<file path="src/rtl/ssd1309_sequencer.sv">
// SSD1309 128x64 OLED sequencer: RES pulse, init command stream, and full-frame push from a sync-read framebuffer.
// Optional feature: define SSD1309_AUTO_REFRESH_EN to stream frames continuously without start_frame.
module ssd1309_sequencer #(
    parameter int RES_LOW_CYCLES  = 270,
    parameter int RES_WAIT_CYCLES = 2700,
    parameter int FB_BYTES        = 1024
) (
    input  logic       clk,
    input  logic       reset_n,
    input  logic       start_frame,
    output logic       tx_valid,
    input  logic       tx_ready,
    output logic [7:0] tx_byte,
    output logic       tx_dc,
    output logic       oled_res,
    output logic       fb_rd_en,
    output logic [9:0] fb_addr,
    input  logic [7:0] fb_data,
    output logic       busy,
    output logic       frame_done,
    output logic [3:0] state_dbg
);

    // Byte handshake: a byte moves on any cycle with tx_valid && tx_ready; once tx_valid
    // rises, tx_valid/tx_byte/tx_dc hold until that transfer, and tx_valid is never withdrawn.

    typedef enum logic [3:0] {
        S_RES_LOW  = 4'd0,
        S_RES_WAIT = 4'd1,
        S_INIT     = 4'd2,
        S_IDLE     = 4'd3,
        S_WINDOW   = 4'd4,
        S_FETCH    = 4'd5,
        S_LOAD     = 4'd6,
        S_SEND     = 4'd7,
        S_DONE     = 4'd8
    } state_e;

    localparam int CNT_MAX = (RES_WAIT_CYCLES > RES_LOW_CYCLES) ? RES_WAIT_CYCLES : RES_LOW_CYCLES;
    localparam int CNT_W   = $clog2(CNT_MAX + 1);

    localparam logic [CNT_W-1:0] LOW_LAST  = CNT_W'(RES_LOW_CYCLES - 1);
    localparam logic [CNT_W-1:0] WAIT_LAST = CNT_W'(RES_WAIT_CYCLES - 1);
    localparam logic [9:0]       ADDR_LAST = 10'(FB_BYTES - 1);
    localparam logic [4:0]       INIT_LAST = 5'd22;
    localparam logic [4:0]       WIN_LAST  = 5'd5;

    state_e           state_q, state_d;
    logic [CNT_W-1:0] cnt_q, cnt_d;
    logic [4:0]       idx_q, idx_d;
    logic [9:0]       addr_q, addr_d;
    logic [7:0]       pix_q, pix_d;
    logic [CNT_W-1:0] cnt_inc;

    function automatic logic [7:0] init_byte(input logic [4:0] i);
        logic [7:0] b;
        case (i)
            5'd0:    b = 8'hAE;
            5'd1:    b = 8'hD5;
            5'd2:    b = 8'h80;
            5'd3:    b = 8'hA8;
            5'd4:    b = 8'h3F;
            5'd5:    b = 8'hD3;
            5'd6:    b = 8'h00;
            5'd7:    b = 8'h40;
            5'd8:    b = 8'hA1;
            5'd9:    b = 8'hC8;
            5'd10:   b = 8'hDA;
            5'd11:   b = 8'h12;
            5'd12:   b = 8'h81;
            5'd13:   b = 8'h7F;
            5'd14:   b = 8'hD9;
            5'd15:   b = 8'hF1;
            5'd16:   b = 8'hDB;
            5'd17:   b = 8'h34;
            5'd18:   b = 8'hA4;
            5'd19:   b = 8'hA6;
            5'd20:   b = 8'h20;
            5'd21:   b = 8'h00;
            5'd22:   b = 8'hAF;
            default: b = 8'h00;
        endcase
        return b;
    endfunction

    // Column window 0..127, page window 0..7: the whole panel in horizontal addressing.
    function automatic logic [7:0] win_byte(input logic [4:0] i);
        logic [7:0] b;
        case (i)
            5'd0:    b = 8'h21;
            5'd1:    b = 8'h00;
            5'd2:    b = 8'h7F;
            5'd3:    b = 8'h22;
            5'd4:    b = 8'h00;
            5'd5:    b = 8'h07;
            default: b = 8'h00;
        endcase
        return b;
    endfunction

    // The reset-timing counter saturates so a stuck state can never wrap it back into range.
    assign cnt_inc = (cnt_q == {CNT_W{1'b1}}) ? cnt_q : cnt_q + 1'b1;

    always_comb begin
        state_d    = state_q;
        cnt_d      = cnt_q;
        idx_d      = idx_q;
        addr_d     = addr_q;
        pix_d      = pix_q;
        tx_valid   = 1'b0;
        tx_byte    = 8'h00;
        tx_dc      = 1'b0;
        fb_rd_en   = 1'b0;
        frame_done = 1'b0;
        case (state_q)
            S_RES_LOW: begin
                if (cnt_q == LOW_LAST) begin
                    state_d = S_RES_WAIT;
                    cnt_d   = '0;
                end else begin
                    cnt_d = cnt_inc;
                end
            end
            S_RES_WAIT: begin
                if (cnt_q == WAIT_LAST) begin
                    state_d = S_INIT;
                    cnt_d   = '0;
                    idx_d   = '0;
                end else begin
                    cnt_d = cnt_inc;
                end
            end
            S_INIT: begin
                tx_valid = 1'b1;
                tx_byte  = init_byte(idx_q);
                if (tx_ready) begin
                    if (idx_q == INIT_LAST) begin
                        state_d = S_IDLE;
                        idx_d   = '0;
                    end else begin
                        idx_d = idx_q + 1'b1;
                    end
                end
            end
            S_IDLE: begin
                idx_d = '0;
`ifdef SSD1309_AUTO_REFRESH_EN
                state_d = S_WINDOW;
`else
                if (start_frame) begin
                    state_d = S_WINDOW;
                end
`endif
            end
            S_WINDOW: begin
                tx_valid = 1'b1;
                tx_byte  = win_byte(idx_q);
                if (tx_ready) begin
                    if (idx_q == WIN_LAST) begin
                        state_d = S_FETCH;
                        idx_d   = '0;
                        addr_d  = '0;
                    end else begin
                        idx_d = idx_q + 1'b1;
                    end
                end
            end
            S_FETCH: begin
                fb_rd_en = 1'b1;
                state_d  = S_LOAD;
            end
            S_LOAD: begin
                pix_d   = fb_data;
                state_d = S_SEND;
            end
            S_SEND: begin
                tx_valid = 1'b1;
                tx_byte  = pix_q;
                tx_dc    = 1'b1;
                if (tx_ready) begin
                    if (addr_q == ADDR_LAST) begin
                        state_d = S_DONE;
                    end else begin
                        addr_d  = addr_q + 1'b1;
                        state_d = S_FETCH;
                    end
                end
            end
            // Separate pulse state keeps IDLE (and start_frame acceptance) one cycle after frame_done.
            S_DONE: begin
                frame_done = 1'b1;
                state_d    = S_IDLE;
            end
            default: begin
                state_d = S_RES_LOW;
                cnt_d   = '0;
            end
        endcase
    end

    always_ff @(posedge clk or negedge reset_n) begin
        if (!reset_n) begin
            state_q <= S_RES_LOW;
            cnt_q   <= '0;
            idx_q   <= '0;
            addr_q  <= '0;
            pix_q   <= '0;
        end else begin
            state_q <= state_d;
            cnt_q   <= cnt_d;
            idx_q   <= idx_d;
            addr_q  <= addr_d;
            pix_q   <= pix_d;
        end
    end

    assign oled_res  = (state_q != S_RES_LOW);
    assign fb_addr   = addr_q;
    assign state_dbg = state_q;
`ifdef SSD1309_AUTO_REFRESH_EN
    assign busy = 1'b1;
`else
    assign busy = (state_q != S_IDLE);
`endif

endmodule
</file>
<file path="config.mk">
export PLATFORM = sky130hd
export DESIGN_NAME = ssd1309_sequencer
export DESIGN_NICKNAME = d
export VERILOG_FILES = /design/src/rtl/ssd1309_sequencer.sv
export SDC_FILE = /design/constraint.sdc
export NUM_CORES = 1
export LEC_CHECK = 0
export ABC_CLOCK_PERIOD_IN_PS = 3100
export CAP_MARGIN = 5
export CELL_PAD_IN_SITES_DETAIL_PLACEMENT = 0
export CELL_PAD_IN_SITES_GLOBAL_PLACEMENT = 1
export CORE_UTILIZATION = 44
export DETAILED_ROUTE_END_ITERATION = 8
export MAX_ROUTING_LAYER = met4
export PLACE_DENSITY_LB_ADDON = 0.1
export SYNTH_ARGS = -nofsm -noshare
export SYNTH_HDL_FRONTEND = slang
export SYNTH_SLANG_ARGS = --single-unit
</file>
<file path="constraint.sdc">
create_clock -name clk -period 3.1 [get_ports clk]
set_input_delay 0.62 -clock clk [delete_from_list [all_inputs] [get_ports clk]]
set_output_delay 0.62 -clock clk [all_outputs]
set_load 0.02 [all_outputs]
</file>
==> results of run 1 <==
-- sequential cells by signal, indices dropped and copies added (netlist names) --
signal,flops
cnt_q,12
state_dbg,4
idx_q,5
pix_q,8
fb_addr,10
-- per-stage QoR --
step	utilization	total power [mW]	worst slack, ns	hold slack, ns
after floorplan	-	1.498	0.5497	0.3244
final	0.5634	2.285	0.1791	0.4449
after global routing	0.5634	2.455	0.003572	0.5290
after global placement	0.5481	1.967	0.1892	0.4919
after detailed placement	0.5481	1.973	0.1723	0.4978
after CTS	0.5615	2.295	0.008381	0.4822
-- metal layers --
| layer | routed length, um | up-vias |
|---|---|---|
| met5 | 0 | - |
| met4 | 48 | 0 |
| met3 | 316 | 5 |
| met2 | 3384 | 67 |
| met1 | 3474 | 1267 |
| li1 | - | 1343 |
-- layout make-up --
class / count / area, um^2 / area share
Clock buffer: 5 / 68.82 / 0.02015
Clock inverter: 3 / 15.01 / 0.004397
Inverter: 12 / 48.80 / 0.01429
Multi-Input combinational cell: 270 / 1728 / 0.5060
Sequential cell: 39 / 978.4 / 0.2866
Tap cell: 75 / 93.84 / 0.02748
Timing Repair Buffer: 52 / 481.7 / 0.1411
-- how the worst min path moves through the flow --
| stage | startpoint | endpoint | cells past startpoint |
|---|---|---|---|
| floorplan | reset_n | cnt_q[0] | 0 |
| global placement | pix_q[7] | pix_q[7] | 1 |
| detailed placement | pix_q[4] | pix_q[4] | 1 |
| CTS | reset_n | fb_addr[0] | 1 |
| global route | reset_n | fb_addr[0] | 1 |
| finish | reset_n | fb_addr[0] | 1 |
-- placed cells by master (no fill, tap or decap), types with 4 or more instances in the layout --
master,instances
nand2_1,38
dfrtp_1,37
clkdlybuf4s50_1,31
o21ai_0,28
nor2_1,26
a21oi_1,22
nand3_1,17
buf_4,13
inv_1,9
ha_1,9
mux2_2,8
and3_1,7
and2_1,6
a31oi_1,6
o31ai_1,6
a211oi_1,5
nand2b_1,5
nor3_1,5
clkbuf_8,5
dlygate4sd2_1,5
nor2b_1,4
mux2i_1,4
nand4_1,4
-- synthesized netlist by cell type, types with 3 or more instances --
cell type / number
dfrtp_1: 39
nand2_1: 38
o21ai_0: 28
nor2_1: 27
a21oi_1: 22
nand3_1: 17
inv_1: 12
clkbuf_1: 10
ha_1: 9
mux2_2: 8
and2_1: 7
and3_1: 7
a31oi_1: 6
o31ai_1: 6
a211oi_1: 5
buf_2: 5
nand2b_1: 5
nor3_1: 5
mux2i_1: 4
nand4_1: 4
nor2b_1: 4
a22oi_1: 3
nand3b_1: 3
nor3_2: 3
nor4b_1: 3
o211ai_1: 3
o21ai_1: 3
o32a_1: 3
or3_1: 3
-- where the power goes --
part           switching [mW]  internal (mW)
Combinational           0.714          0.552
Clock                   0.178          0.154
Sequential             0.0777          0.609
Total                   0.969           1.32
-- worst reg2reg max path, stage by stage (launching register included) --
cell and delay, ns:
dfrtp_2 0.47, inv_2 0.13, ha_1 0.23, nand4bb_1 0.29, nor3_2 0.26, o21ai_2 0.17
or4_1 0.49, a21oi_1 0.16
-- logic make-up after synthesis --
kind of cell	Yosys count
and+or+nand+nor	143
AOI/OAI and AO/OA	103
DFF	39
buffers and inverters	30
muxes	12
adders and majority gates	9
xor gates and xnor gates	3
-- repair_timing --
action	4_1_cts	5_1_grt
resized for setup	7	7
endpoints found under the setup margin	6	4
setup buffers	0	0
==> flow_summary.toml, run 1 <==
[global_routing]
grt_use_met1 = 0.3236
met2_usage = 0.3769
grt_pass1_wl_um = 12010
grt_overflow_total = 0
grtUsageMet3 = 0.03846
grt_max_degree = 40
globalRouteTotalUtil = 0.2374
antenna_found_initial = 0
top_usage_layer = "met2"
first_global_vias = 2496

[clock_tree]
clkLatencyLatePin_ns = 0.29
numCtsBuffers = 5
cts.sinks = 39
holdBufCountCts = 0
clk_pin_slew_ns = 0.08
htree_num_levels = 2
cts_root_buf = "clkbuf_8"
clk_path_buf_depth = 2
cts_tree = "yes"

[timing]
drv_slew = 0
fin_crit_sh = 0.9422
min_period_ns = 2.921
hold_viol = 0
worst_pin_slew_ns = 0.8981
fin_tns_setup_ns = 0
slew_headroom = 0.4012
rsz0062_at_grt = "no"
fin_skew_ns = 0.01071
max_freq_mhz = 342.4
final-setup-viol-count = 0

[setup_path]
startpoint = "state_dbg[0]"
ff2ff_setup_slack_ns = 0.81
cpPeakStageDelay_ns = 0.65
path_buf_inv = 3
rr_startpoint = "idx_q[1]"
rr_worst_depth = 7
endpoint = "tx_byte[7]"
worstReg2RegEnd = "fb_addr[8]"
critical_path_arrival_ns = 2.30
cp_common_cell = "nand2_1"
path_class = "reg -> out"
critical-path-top-delay-family = "buffers and inverters"
worstPathMaxFanout = 19
worst-path-stages = 7
cp.required_ns = 2.48
crit_path_start_kind = "flop"
cp-end-kind = "output port"
cp_slowest_cell = "clkdlybuf4s50_1"
crit_chain = "buf_4 > and2_1 > nand2_1 > clkinvlp_4 > nand2_1 > o21ai_0 > clkdlybuf4s50_1"

[logic_synthesis]
synthAdderAreaFrac = 0.03968
ys_top_cells_by_area = "dfrtp_1 34%, nand2_1 5.0%, o21ai_0 4.9%, ha_1 4.0%, a21oi_1 3.9%"
synth_largest_area_cell = "dfrtp_1"
syn-cell-area_um2 = 2838
syn_nets = 360
synth_compound_area_frac = 0.2421
synthMuxAreaShare = 0.04586
synthCells = 339
async_reset_ff_frac = 1.000
yosysWarnings = 0
synthDominantCellAreaShare = 0.3439
ys_seq_elements = 39
synth.distinct_cells = 64
synth_top_family_by_area = "simple AND/OR/NAND/NOR gates"
yosysSeqAreaShare = 0.3439
synth_edf_count = 0
syn_avg_cell_area_um2 = 8.371
synth-main-ff-cell = "dfrtp_1"
synth_xor_area_frac = 0.009259
synthSimpleGateAreaFrac = 0.2707

[final_layout]
area.growth.synth_to_final_pct = 20.33
final_cells = 456
drive_gt1_frac = 0.1339
fillCellCount = 580
finalInstanceArea_um2 = 3415
antenna_cells = 0
nets = 401

[min_path]
hold_class = "in -> async"

[route]
vias = 2682
drcViolationCount = 0
postRouteAntennaNets = 0
drtPass1Iterations = 4
first_iter_violations = 215
drt-total-wl_um = 7223
viasPerCell = 5.882
post_drt_wl_per_cell_um = 15.84

[floorplanning]
start_util = 0.4682
coreArea_um2 = 6061
die_x_um = 82.31
ioPinCount = 40
dieArea_um2 = 6774
fp.dieH_um = 82.31
rows = 28

[status]
outcome = "complete, no violations"

[place]
gp_congestion = 0.8143
dpl-instance-area_um2 = 3322
dp_cells = 448
hpwl_um = 5290
portBuffers = 39

[power_and_ir_drop]
vdd_drop_max_mv = 0.3809
p_leak_nw = 1.415
power_density_nw_per_um2 = 669.1

[job]
cap_violations = 0
Power figures use the tool's default switching activity.
==> run 2: changes to the inputs <==
--- a/config.mk
+++ b/config.mk
@@ -13,6 +13,7 @@
 export DETAILED_ROUTE_END_ITERATION = 8
 export MAX_ROUTING_LAYER = met4
 export PLACE_DENSITY_LB_ADDON = 0.1
+export RECOVER_POWER = 25
 export SYNTH_ARGS = -nofsm -noshare
 export SYNTH_HDL_FRONTEND = slang
 export SYNTH_SLANG_ARGS = --single-unit
==> flow_summary.toml, run 2 (synthesis gave the netlist of run 1 again) <==
[global_routing]
first_global_vias = 2496
grt_max_degree = 40
grt_overflow_total = 0
antenna_found_initial = 0
grt_pass1_wl_um = 12010
globalRouteTotalUtil = 0.2374

[clock_tree]
cts_setup_buffers = 0
cts_root_buf = "clkbuf_8"
clk_path_buf_depth = 2
htree_num_levels = 2
clk_pin_slew_ns = 0.08
cts.sinks = 39
clkLatencyLatePin_ns = 0.29
numCtsBuffers = 5
cts_tree = "yes"

[power_and_ir_drop]
p_leak_nw = 1.412
clkPwrFrac = 0.145
power_mw = 2.284
seqPwrFrac = 0.301
p_sw_frac = 0.4243
combPwrFrac = 0.554
p_sw_mw = 0.9693
power_density_nw_per_um2 = 669.2
vdd_drop_max_mv = 0.3809
internal-power_mw = 1.315

[final_layout]
finalInstanceArea_um2 = 3413
layout_commonest_cell = "nand2_1"
drive_gt1_frac = 0.1312
largest_register_ffs = 12
antenna_cells = 0
final_cell_mix = "38 x nand2_1, 37 x dfrtp_1, 31 x clkdlybuf4s50_1, 28 x o21ai_0, 26 x nor2_1"
regMostFlops = "cnt_q"
post-route-util = 0.5632
area.growth.synth_to_final_pct = 20.28
fillCellCount = 581
nets = 401

[timing]
max_freq_mhz = 342.4
min_period_ns = 2.921
worst_pin_slew_ns = 2.159
slew_headroom = -0.4397
final-setup-viol-count = 0
drv_slew = 40
fin_tns_setup_ns = 0
fin_crit_sh = 0.9422
fin_skew_ns = 0.01071
hold_viol = 0
rsz0062_at_grt = "no"

[route]
drt-total-wl_um = 7223
drcViolationCount = 0
first_iter_violations = 215
viasPerCell = 5.879
vias = 2681
drtPass1Iterations = 4
post_drt_wl_per_cell_um = 15.84
postRouteAntennaNets = 0

[floorplanning]
dieArea_um2 = 6774
fp.dieH_um = 82.31
ioPinCount = 40
coreArea_um2 = 6061
start_util = 0.4682
rows = 28
die_x_um = 82.31

[setup_path]
cp.required_ns = 2.48
worstPathMaxFanout = 19
path_class = "reg -> out"
cp-end-kind = "output port"
crit_path_start_kind = "flop"
critical_path_arrival_ns = 2.30

[place]
gp_congestion = 0.8143
hpwl_um = 5290
portBuffers = 39
dpl-instance-area_um2 = 3322

[job]
cap_violations = 1

[status]
outcome = "complete, but fails checks"
violations = "capacitance limit, slew limit"

[min_path]
hold_class = "reg -> reg"
[run 2: cell count changes in the layout (fill, tap and decap cells not counted)]
cell	before	now
buf_2	1	0
clkbuf_1	0	1
[run 2: stage by stage]
stage	cells	hold slack, ns	worst slack [ns]
after floorplan	339	0.3244	0.5497
after global placement	448	0.4919	0.1892
after detailed placement	448	0.4978	0.1723
after CTS	456	0.4822	0.008381
after global routing	456	0.5295	0.003572
final	456	0.5135	0.1791
[run 2: critical path: stages, from the launching register on]
cell             delay, ns
dfrtp_1               0.35
buf_4                 0.23
and2_1                0.24
nand2_1               0.16
clkinvlp_4            0.22
nand2_1               0.07
o21ai_0               0.08
clkdlybuf4s50_1       0.65
[run 2: power groups by stage]
stage	sequential, mW	clock [mW]	combinational [mW]
2_1_floorplan	0.726	0	0.772
3_3_place_gp	0.688	0	1.28
3_5_place_dp	0.692	0	1.28
4_1_cts	0.684	0.349	1.26
5_1_grt	0.699	0.362	1.39
6_report	0.687	0.332	1.27
[run 2: worst paths after layout]
kind	start	endpoint	slack, ns	cells after the start
setup / recovery	state_dbg[0]	tx_byte[7]	0.18	7
hold / removal	pix_q[4]	pix_q[4]	0.51	1
setup reg to reg	idx_q[1]	fb_addr[8]	0.81	7
hold reg to reg	pix_q[4]	pix_q[4]	0.51	1
max in group asynchronous	reset_n	idx_q[1]	0.77	1
min in group asynchronous	reset_n	fb_addr[0]	0.95	1
[run 2: layout make-up]
cell class / count / area [um^2] / area share
Multi-Input combinational cell: 270 / 1728 / 0.5062
Sequential cell: 39 / 978.4 / 0.2867
Timing Repair Buffer: 52 / 480.5 / 0.1408
Tap cell: 75 / 93.84 / 0.02749
Clock buffer: 5 / 68.82 / 0.02016
Inverter: 12 / 48.80 / 0.01430
Clock inverter: 3 / 15.01 / 0.004399
[run 2: per-layer routing]
metal / track usage / up-vias / share of wire
li1: - / 1343 / -
met1: 0.3236 / 1266 / 0.48
met2: 0.3769 / 67 / 0.47
met3: 0.03846 / 5 / 0.044
met4: 0.03684 / 0 / 0.0066
met5: - / - / 0
[run 2: repair_timing]
item                                   in CTS  in global routing
setup endpoints to repair                   6                  4
endpoints found under the hold margin       0                  0
pin swaps                                   0                  0
hold buffers                                0                  0
resized for setup                           7                  7
